<file path="config.mk">
export PLATFORM = sky130hd
export DESIGN_NAME = spi_master_core
export DESIGN_NICKNAME = d
export VERILOG_FILES = /design/src/rtl/spi_master_core.sv
export SDC_FILE = /design/constraint.sdc
export NUM_CORES = 1
export LEC_CHECK = 0
export ABC_AREA = 1
export CORE_MARGIN = 8
export CORE_UTILIZATION = 25
export CTS_CLUSTER_DIAMETER = 80
export CTS_CLUSTER_SIZE = 20
export DETAILED_ROUTE_END_ITERATION = 6
export GPL_TIMING_DRIVEN = 0
export PLACE_DENSITY = 0.44
export SYNTH_ARGS = -nofsm -noshare
export SYNTH_HDL_FRONTEND = slang
export SYNTH_SLANG_ARGS = --single-unit
</file>
<file path="constraint.sdc">
create_clock -name clk -period 2.65 [get_ports clk]
set_clock_uncertainty 0.2 [all_clocks]
set_input_delay 0.53 -clock clk [delete_from_list [all_inputs] [get_ports clk]]
set_output_delay 0.53 -clock clk [all_outputs]
set_load 0.01 [all_outputs]
</file>
<file path="src/rtl/spi_master_core.sv">
// Single-byte SPI master: MSB-first, CPOL/CPHA selectable, programmable SCK divider.
// One transfer per rising of the enable while the slave is selected; abortable mid-byte.
module spi_master_core (
  input  logic       clk,
  input  logic       rst,
  input  logic [7:0] data_m,
  input  logic [7:0] spcon,
  input  logic [7:0] spibr,
  input  logic [7:0] spssn,
  output logic [7:0] data_r_m,
  input  logic       miso,
  output logic       mosi,
  output logic       sck,
  output logic       ssn
);

  typedef enum logic {ST_IDLE = 1'b0, ST_XFER = 1'b1} state_t;

  state_t     r_state;
  state_t     w_next;
  logic       r_armed;
  logic [7:0] r_shift;
  logic [7:0] r_div;
  logic [7:0] r_br;
  logic [3:0] r_edge;
  logic       r_cpha;
  logic       r_rx_bit;
  logic       r_sck;
  logic       r_mosi;
  logic       r_ssn;
  logic [7:0] r_data_r;

  logic w_spen;
  logic w_sel;
  logic w_start;
  logic w_abort;
  logic w_tc;
  logic w_lead;
  logic w_trail;
  logic w_last;
  logic w_rx_in;
  logic w_unused;

  assign w_spen   = spcon[0];
  assign w_sel    = ~spssn[0];
  assign w_unused = ^{spcon[7:3], spssn[7:1]};

  always_comb begin
    w_next  = r_state;
    w_start = 1'b0;
    w_abort = 1'b0;
    w_tc    = 1'b0;
    case (r_state)
      ST_IDLE: begin
        if (w_spen && w_sel && r_armed) begin
          w_start = 1'b1;
          w_next  = ST_XFER;
        end
      end
      ST_XFER: begin
        if (!w_spen || !w_sel) begin
          w_abort = 1'b1;
          w_next  = ST_IDLE;
        end else if (r_div == r_br) begin
          w_tc = 1'b1;
          if (r_edge == 4'd15) w_next = ST_IDLE;
        end
      end
      default: w_next = ST_IDLE;
    endcase
  end

  // Even edge indices are leading SCK edges, odd ones trailing.
  assign w_lead  = w_tc & ~r_edge[0];
  assign w_trail = w_tc &  r_edge[0];
  assign w_last  = w_tc & (r_edge == 4'd15);
  // CPHA=0 samples on the leading edge and shifts on the trailing one; CPHA=1 samples and shifts together.
  assign w_rx_in = r_cpha ? miso : r_rx_bit;

  always_ff @(posedge clk or posedge rst) begin
    if (rst) r_state <= ST_IDLE;
    else     r_state <= w_next;
  end

  always_ff @(posedge clk or posedge rst) begin
    if (rst)          r_armed <= 1'b1;
    else if (!w_spen) r_armed <= 1'b1;
    else if (w_start) r_armed <= 1'b0;
  end

  always_ff @(posedge clk or posedge rst) begin
    if (rst) r_ssn <= 1'b1;
    else     r_ssn <= spssn[0];
  end

  // Clock generation: configuration is frozen at start so mid-transfer writes are ignored.
  always_ff @(posedge clk or posedge rst) begin
    if (rst) begin
      r_sck  <= 1'b0;
      r_div  <= 8'd0;
      r_edge <= 4'd0;
      r_br   <= 8'd0;
      r_cpha <= 1'b0;
    end else if (w_start) begin
      r_sck  <= spcon[2];
      r_div  <= 8'd0;
      r_edge <= 4'd0;
      r_br   <= spibr;
      r_cpha <= spcon[1];
    end else if (r_state == ST_XFER && !w_abort) begin
      if (w_tc) begin
        r_div  <= 8'd0;
        r_edge <= r_edge + 4'd1;
        r_sck  <= ~r_sck;
      end else begin
        r_div  <= r_div + 8'd1;
      end
    end else begin
      r_div <= 8'd0;
      r_sck <= spcon[2];
    end
  end

  always_ff @(posedge clk or posedge rst) begin
    if (rst) begin
      r_shift  <= 8'd0;
      r_mosi   <= 1'b0;
      r_rx_bit <= 1'b0;
      r_data_r <= 8'd0;
    end else if (w_start) begin
      r_shift <= data_m;
      if (!spcon[1]) r_mosi <= data_m[7];
    end else begin
      if (w_lead) begin
        if (r_cpha) r_mosi   <= r_shift[7];
        else        r_rx_bit <= miso;
      end
      if (w_trail) begin
        r_shift <= {r_shift[6:0], w_rx_in};
        if (!r_cpha && !w_last) r_mosi <= r_shift[6];
      end
      if (w_last) r_data_r <= {r_shift[6:0], w_rx_in};
    end
  end

  assign sck      = r_sck;
  assign mosi     = r_mosi;
  assign ssn      = r_ssn;
  assign data_r_m = r_data_r;

endmodule

</file>
Yosys cells after proc, flatten, opt, wreduce, memory -nomap -nowiden
Index checks and enable logic that the tools add are counted.

storage, ports and cells
  input port bits = 35
  flip-flop bits (word level) = 43
  output and inout port bits = 11
  word-level logic and storage cells = 74

operators by class
  eq/ne operators = 5
  reductions and logical operators = 15
  add/subtract/negate cells = 2
  muxes and demuxes = 31
  bitwise operators = 9

operator list
  cell                                           number
  2-to-1 mux 8 bit                               5
  2-to-1 mux 1 bit                               22
  2-to-1 mux 4 bit                               3
  adder 8 x 1 -> 8 bit, second input constant    1
  == test 8 bit                                  1
  inverter 1 bit                                 6
  nonzero test 2 bit                             3
  adder 4 x 1 -> 4 bit, second input constant    1
  == test 4 bit, second input constant           1
  logical AND 1 bit                              4
  zero test 1 bit                                4
  AND reduction 2 bit                            2
  bitwise AND 1 bit                              3
  != test 3 bit, second input constant           1
  AND reduction 3 bit                            1
  != test 2 x 1 -> 1 bit, second input constant  1
  != test 2 bit, second input constant           1
  case mux 1 bit (2 select lines)                1
  logical OR 1 bit                               1

Longest topological paths before layout
  word-level depth = 10
  depth in mapped cells = 14

Worst setup path before layout
OpenSTA, ideal clock, no wires.

  path type = input to register
  start point = in spcon[0]
  end point = reg r_shift[1]
  path buffers = 1
  cell stages on the path = 7
  setup time = 0.130 ns
  setup slack = 0.741 ns
  arrival = 1.579 ns
  path through = inv_1 > or2_4 > nor3_4 > inv_2 > clkbuf_1 > o211ai_1 > o21ai_0

between the ends
  longest elaborated chain between the ends = 6
  elaborated cells on any way between the ends = 11

ends and longest elaborated chain
  what                                 RTL line  RTL
  from (decl)                          7         input logic [7:0] spcon,
  zero test 1 bit                      n/a
  logical OR 1 bit                     61        if (!w_spen || !w_sel) begin
  2-to-1 mux 1 bit                     61
  2-to-1 mux 1 bit                     53        case (r_state)
  bitwise AND 1 bit                    75        assign w_trail = w_tc & r_edge[0];
  nonzero test 2 bit (no source line)  n/a
  to (signal assigned)                 131       r_shift <= data_m;
  to (signal assigned)                 139       r_shift <= {r_shift[6:0], w_rx_in};
  to (decl)                            22        logic [7:0] r_shift;

Parallel ways exist; a longest one is shown, timed or not.
A chain may end at the register's enable or synchronous reset.

Worst setup path after layout
  start point = in spcon[0]
  end point = reg r_shift[4]

Same word-level chain as after synthesis.

==> results.sh <==
export IMPL_rsz0062_at_grt="no"
export IMPL_place_hpwl_mm=3.84
export IMPL_place_congestion=0.735
export IMPL_hp_start="data_r_m[5]$_DFFE_PP0P_"
export IMPL_grt_max_degree=34
export IMPL_diodes=0
export IMPL_synth_seq_cells=43
export IMPL_synth_top_area_share_pct=47.0
export IMPL_htree_num_levels=2
export IMPL_clk_pin_slew_ps=80
export IMPL_worst_path_largest_cell_delay_ps=490
export IMPL_dieWidth_microns=109
export IMPL_synth_area_sq_um=2180
export IMPL_criticalPathCategory="in -> reg"
export IMPL_antenna_found_initial=0
export IMPL_ant_nets=0
export IMPL_drc_errors=0
export IMPL_hold_class="reg -> reg"
export IMPL_whs_path_depth=2
export IMPL_slew_viol_final=0
export IMPL_nets=346
export IMPL_powerDensity_nw_per_um2=620
export IMPL_r2r_end="r_shift[4]$_DFFE_PP0P_"
export IMPL_synth_top_cell_by_area="dfrtp_1"
export IMPL_p_leak_uw=0.00133
export IMPL_status="finished clean"
export IMPL_placed_cell_area_sq_um=2670
export IMPL_syn_inst=268
export IMPL_core_sq_um=8590
export IMPL_synth_top_family_by_area="simple AND/OR/NAND/NOR gates"
export IMPL_post_cts_resize_count=0
export IMPL_vias=1720
export IMPL_synth_compound_area_share_pct=11.7
export IMPL_fill_cells=918
export IMPL_max_freq_ghz=0.414
export IMPL_period_needed_ps=2420
export IMPL_port_buffers=33
export IMPL_worst_path_max_delay_cell="clkdlybuf4s50_1"
export IMPL_worstPathMaxFanout=10
export IMPL_insertion_delay_ps=290
export IMPL_final_cells=417
export IMPL_synth_adder_area_share_pct=1.15
export IMPL_vias_per_cell=4.12
export IMPL_hold_path_endpoint="data_r_m[5]$_DFFE_PP0P_"
export IMPL_syn_avg_cell_area_sq_um=8.15
export IMPL_synthDistinctLibCells=31
export IMPL_crit_chain="clkdlybuf4s50_1, inv_1, or2_4, nor3_4, inv_2, clkbuf_1, o211ai_1, o21ai_0"
export IMPL_relSlewSlack_pct=64.6
export IMPL_dieArea_sq_um=12000
export IMPL_cts_tree="built"
export IMPL_synth_edf_count=0
export IMPL_syn_to_final_growth_pct=26.2
export IMPL_yosys_area_share_simple_pct=24.8
export IMPL_yosys_mux_area_fraction_pct=0.458
export IMPL_ys_async_sr_fraction_pct=100
export IMPL_startpoint_type="input pin"
export IMPL_critPathBufInv=4
export IMPL_max_cap_violations=0
export IMPL_r2r_slack_ps=640
export IMPL_whs_ps=278
export IMPL_numCtsBuffers=5
export IMPL_grt_usage_pct=8.99
export IMPL_synth_nets=305
export IMPL_ios=46
export IMPL_cts_root_buf="clkbuf_8"
export IMPL_power_uw=1710
export IMPL_finalInstanceArea_sq_um=2760
export IMPL_cp_end_kind="flop"
export IMPL_hold_buffers=0
export IMPL_clk_path_buf_depth=2
export IMPL_hold_viol_final=0
export IMPL_postCtsSetupBuffers=0
export IMPL_setup_viol=0
export IMPL_tightest_slew_ps=531
export IMPL_fin_setup_tns_ps=0
export IMPL_crit_start="spcon[0]"
export IMPL_initial_core_util_pct=25.4
export IMPL_critical_path_arrival_ps=2390
export IMPL_reg2regPathDepth=6
export IMPL_synth_xor_area_share_pct=2.00
export IMPL_drive_gt1_share_pct=13.6
export IMPL_drtIter0Drc=44
export IMPL_grt_pass1_vias=1769
export IMPL_worst_path_dominant_cell_family="buffers and inverters"
export IMPL_ir_drop_uv=185
export IMPL_r2r_start="r_armed$_DFFE_PP1P_"
export IMPL_grt_pass1_wl_mm=8.45
export IMPL_period_share_pct=91.2
export IMPL_place_inst=410
export IMPL_wl_per_cell_microns=12.1
export IMPL_clock_sinks=43
export IMPL_die_h_microns=109
export IMPL_seqCellArea_sq_um=1080
export IMPL_gr_total_overflow=0
export IMPL_yosysWarnings=0
export IMPL_ys_flop_type="dfrtp_1"
export IMPL_worstPathRequired_ps=2620
export IMPL_synth_seq_area_share_pct=49.4
export IMPL_multiInputGateArea_sq_um=877
export IMPL_row_count=34
export IMPL_drt_total_wl_mm=5.03
export IMPL_drt_pass1_iterations=4
export IMPL_ys_top_cells_by_area="dfrtp_1 (47%), nand2_1 (11%), inv_1 (7.6%)"
sequential cells by signal, indices dropped and copies added (netlist names):
| register | count |
|---|---|
| r_armed | 1 |
| r_state | 1 |
| r_rx_bit | 1 |
| r_cpha | 1 |
| r_edge | 4 |
| data_r_m | 8 |
| r_shift | 8 |
| r_br | 8 |
| mosi | 1 |
| r_div | 8 |
| ssn | 1 |
| sck | 1 |
metrics by stage:
| stage | util [%] | worst slack, ps |
|---|---|---|
| after global routing | 32.1 | 82.8 |
| final | 32.1 | 233 |
| after CTS | 32.1 | 178 |
| after detailed placement | 31.1 | -130 |
| after floorplan | - | 741 |
| after global placement | 30.8 | -202 |
area by class of cell:
| class | instances | area share (%) |
|---|---|---|
| clock buffers | 6 | 2.99 |
| flip-flops and latches | 43 | 39.1 |
| well taps | 108 | 4.90 |
| multi-input cells | 168 | 31.8 |
| inverters | 52 | 7.08 |
| repair buffers | 34 | 12.7 |
| clock inverters | 1 | 0.181 |
| plain buffers | 5 | 1.23 |
cell usage in the layout (no fill, tap or decap), types with 2 or more instances in the layout:
cell	n
nand3_1	7
xnor2_1	2
ha_1	2
dfrtp_1	41
a31oi_1	2
clkdlybuf4s50_1	33
nor2_2	5
nor2_1	20
nor2_4	3
nand2_2	5
clkbuf_8	6
o211ai_1	5
inv_2	9
xor2_1	3
dfstp_2	2
o21ai_1	3
o21ai_0	19
a21oi_1	11
inv_1	43
nor3_1	3
nand2_1	65
buf_6	2
clkbuf_1	3
nor3b_1	2
a21oi_2	3
where the power goes:
| group | switching (uW) | internal [uW] |
|---|---|---|
| logic | 266 | 176 |
| clock network | 224 | 205 |
| registers | 64.6 | 773 |
worst min-delay path: cells and delay by family, from the launching register on:
family | cells | cell delay [ps]
flops | 1 | 350
buf+inv | 1 | 40
compound gates | 1 | 60
how the worst max path moves through the flow:
stage,endpoint,slack [ps],depth (start not counted)
after global placement,r_br[7]$_DFFE_PP0P_,-200,2
final,r_shift[4]$_DFFE_PP0P_,230,8
after floorplan,r_shift[1]$_DFFE_PP0P_,740,7
after CTS,r_shift[4]$_DFFE_PP0P_,180,8
after global routing,r_shift[4]$_DFFE_PP0P_,80,8
after detailed placement,r_shift[4]$_DFFE_PP0P_,-130,8
routing by layer:
| metal | wire (microns) | global-route usage, % |
|---|---|---|
| met1 | 2600 | 12.3 |
| met2 | 2140 | 13.4 |
| met3 | 192 | 2.05 |
| met4 | 94 | 3.76 |
| met5 | 0 | 0 |
cells in the mapped netlist, types with 5 or more instances:
cell type and number:
nand2_1 65, o211ai_1 5, nand2_2 5, inv_2 8, nand3_1 7, nor2_1 20, o21ai_0 19, nor2_2 5
a21oi_1 11, dfrtp_1 41, inv_1 44
cell families (layout without fill, tap and decap cells):
family | count (synthesis) | in the layout
flops | 43 | 43
fa+ha+maj | 2 | 2
compound gates | 45 | 45
simple gates | 115 | 115
xor+xnor | 5 | 5
buf+inv | 57 | 98
mux | 1 | 1
Note: power is estimated with default switching activity, not from simulation.
==> edit (same settings) <==
Make the reset (`rst`) synchronous in 5 clocked blocks.
--- a/src/rtl/spi_master_core.sv
+++ b/src/rtl/spi_master_core.sv
@@ -77,24 +77,24 @@
   // CPHA=0 samples on the leading edge and shifts on the trailing one; CPHA=1 samples and shifts together.
   assign w_rx_in = r_cpha ? miso : r_rx_bit;
 
-  always_ff @(posedge clk or posedge rst) begin
+  always_ff @(posedge clk) begin
     if (rst) r_state <= ST_IDLE;
     else     r_state <= w_next;
   end
 
-  always_ff @(posedge clk or posedge rst) begin
+  always_ff @(posedge clk) begin
     if (rst)          r_armed <= 1'b1;
     else if (!w_spen) r_armed <= 1'b1;
     else if (w_start) r_armed <= 1'b0;
   end
 
-  always_ff @(posedge clk or posedge rst) begin
+  always_ff @(posedge clk) begin
     if (rst) r_ssn <= 1'b1;
     else     r_ssn <= spssn[0];
   end
 
   // Clock generation: configuration is frozen at start so mid-transfer writes are ignored.
-  always_ff @(posedge clk or posedge rst) begin
+  always_ff @(posedge clk) begin
     if (rst) begin
       r_sck  <= 1'b0;
       r_div  <= 8'd0;
@@ -121,7 +121,7 @@
     end
   end
 
-  always_ff @(posedge clk or posedge rst) begin
+  always_ff @(posedge clk) begin
     if (rst) begin
       r_shift  <= 8'd0;
       r_mosi   <= 1'b0;
Function: differs if rst is asserted again (counterexample within 4 cycles, from zero or initial values and one cycle with rst high); with rst held inactive, the same outputs for 10 cycles.
==> edit against the unedited design <==
First-iteration DRC count is 2.3% higher; critical endpoint is now mosi; register-to-register slack better by 0.14 ns; global-route usage is 0.33 points higher; critical path depth is 1 higher; highest routed layer unchanged; wire length is 0.52% higher; non-clock buffer count is 1 higher; die area is 7.5% lower; worst setup slack better by 0.13 ns; synthesized area is 8.8% lower; sequential cell count stayed put; final area is 7.4% lower.
Power is not compared: it rests on default switching activity, and its combinational part moved more than twofold at a synthesized area within 25%.
==> edit: results (changes against the unedited design) <==
<table>
<tr><th>Metric</th><th>Value</th></tr>
<tr><th colspan="2">Global route</th></tr>
<tr><td>Overall global routing resource usage</td><td>9.32% (was 8.99%)</td></tr>
<tr><td>Pin count of the biggest net entering global routing</td><td>14 (was 34)</td></tr>
<tr><td>Number of global-route vias before repair</td><td>1817 (was 1769)</td></tr>
<tr><td>Wire length of the first global-routing pass</td><td>8390 um (was 8450 um)</td></tr>
<tr><th colspan="2">Logic synthesis</th></tr>
<tr><td>Number of distinct library cells after synthesis</td><td>29 (was 31)</td></tr>
<tr><td>Post-Synth XOR/XNOR Area</td><td>1.32% (was 2.00%)</td></tr>
<tr><td>Async S/R FF share, synth</td><td>0% (was 100%)</td></tr>
<tr><td>Syn Nets</td><td>316 (was 305)</td></tr>
<tr><td>Adder-Cell Fraction of Synth Area</td><td>1.26% (was 1.15%)</td></tr>
<tr><td>Multiplexer share of the synthesized area</td><td>0% (was 0.458%)</td></tr>
<tr><td>Sequential cell area fraction in the yosys report</td><td>43.2% (was 49.4%)</td></tr>
<tr><td>Post-synthesis instance total</td><td>279 (was 268)</td></tr>
<tr><td>Area fraction in compound gates after synthesis</td><td>17.5% (was 11.7%)</td></tr>
<tr><th colspan="2">Critical path</th></tr>
<tr><td>Slowest Stage Delay on Critical Path</td><td>0.51 ns (was 0.49 ns)</td></tr>
<tr><td>Arrival time at the worst endpoint</td><td>2.29 ns (was 2.39 ns)</td></tr>
<tr><th colspan="2">Place</th></tr>
<tr><td>Final HPWL DP</td><td>3770 um (was 3840 um)</td></tr>
<tr><td>Total instance count after detailed placement</td><td>414 (was 410)</td></tr>
<tr><td>Final weighted congestion of routability-driven global placement</td><td>0.747 (was 0.735)</td></tr>
<tr><td>Worst slack, placed</td><td>0.0127 ns (was -0.130 ns)</td></tr>
<tr><td>Total cell area at the placement stage</td><td>2450 um^2 (was 2670 um^2)</td></tr>
<tr><th colspan="2">Final layout</th></tr>
<tr><td>Filler cells</td><td>822 (was 918)</td></tr>
<tr><td>Post-route insts no fill</td><td>422 (was 417)</td></tr>
<tr><th colspan="2">Drt</th></tr>
<tr><td>Wire length on met2</td><td>2360 um (was 2140 um)</td></tr>
<tr><td>Vias/cell</td><td>4.16 (was 4.12)</td></tr>
<tr><td>Wire length on met1</td><td>2390 um (was 2600 um)</td></tr>
<tr><th colspan="2">Run status</th></tr>
<tr><td>Run status</td><td>completed (unchanged)</td></tr>
<tr><th colspan="2">Clocking</th></tr>
<tr><td>Clock latency at the later pin of the worst-skew pair</td><td>0.31 ns (was 0.29 ns)</td></tr>
</table>
## edit: kinds of logic after synthesis
logic type	count (synthesis)
AO/OA/AOI/OAI	61
adder cells (fa/ha/maj)	2
XOR/XNOR	3
AND/OR/NAND/NOR	114
buffers and inverters	56
flip-flops	43
## edit: cell type report
| type | count | area [um^2] | area share [%] |
|---|---|---|---|
| Inverter | 49 | 184 | 7.20 |
| Timing Repair Buffer | 33 | 330 | 12.9 |
| Multi-Input combinational cell | 180 | 915 | 35.8 |
| Clock inverter | 1 | 7.51 | 0.294 |
| Clock buffer | 7 | 96.3 | 3.77 |
| Buffer | 7 | 33.8 | 1.32 |
| Tap cell | 102 | 128 | 5.00 |
| Sequential cell | 43 | 861 | 33.7 |
## edit: routing by layer
layer  vias up  GRT usage, %
met5         -             0
met4         0          3.67
met3         7          2.92
met2        26          16.0
met1       763          10.5
li1        960             -
## edit: final timing paths
path	from	endpoint	slack, ns	depth (start not counted)
max	spcon[0]	mosi	0.36	9
min reg2reg	data_r_m[3]	data_r_m[3]	0.25	2
min	data_r_m[3]	data_r_m[3]	0.25	2
max reg2reg	r_div[2]	data_r_m[4]	0.78	12
## edit: power by group
group	internal [mW]	leakage (nW)	switching, mW
Combinational	0.0701	0.583	0.0827
Clock	0.238	0.0505	0.248
Sequential	0.666	0.350	0.0133
## edit: worst reg2reg max path, cell delays in order, from the launching register on
cell and delay (ns):
dfxtp_1 0.42, inv_2 0.04, nand2_1 0.05, nand2_1 0.07, nor2_1 0.14, nand2_2 0.07, nor2_2 0.17, nand2_2 0.10
nor2_4 0.14, inv_2 0.07, buf_6 0.15, o21ai_2 0.13, a21oi_2 0.04
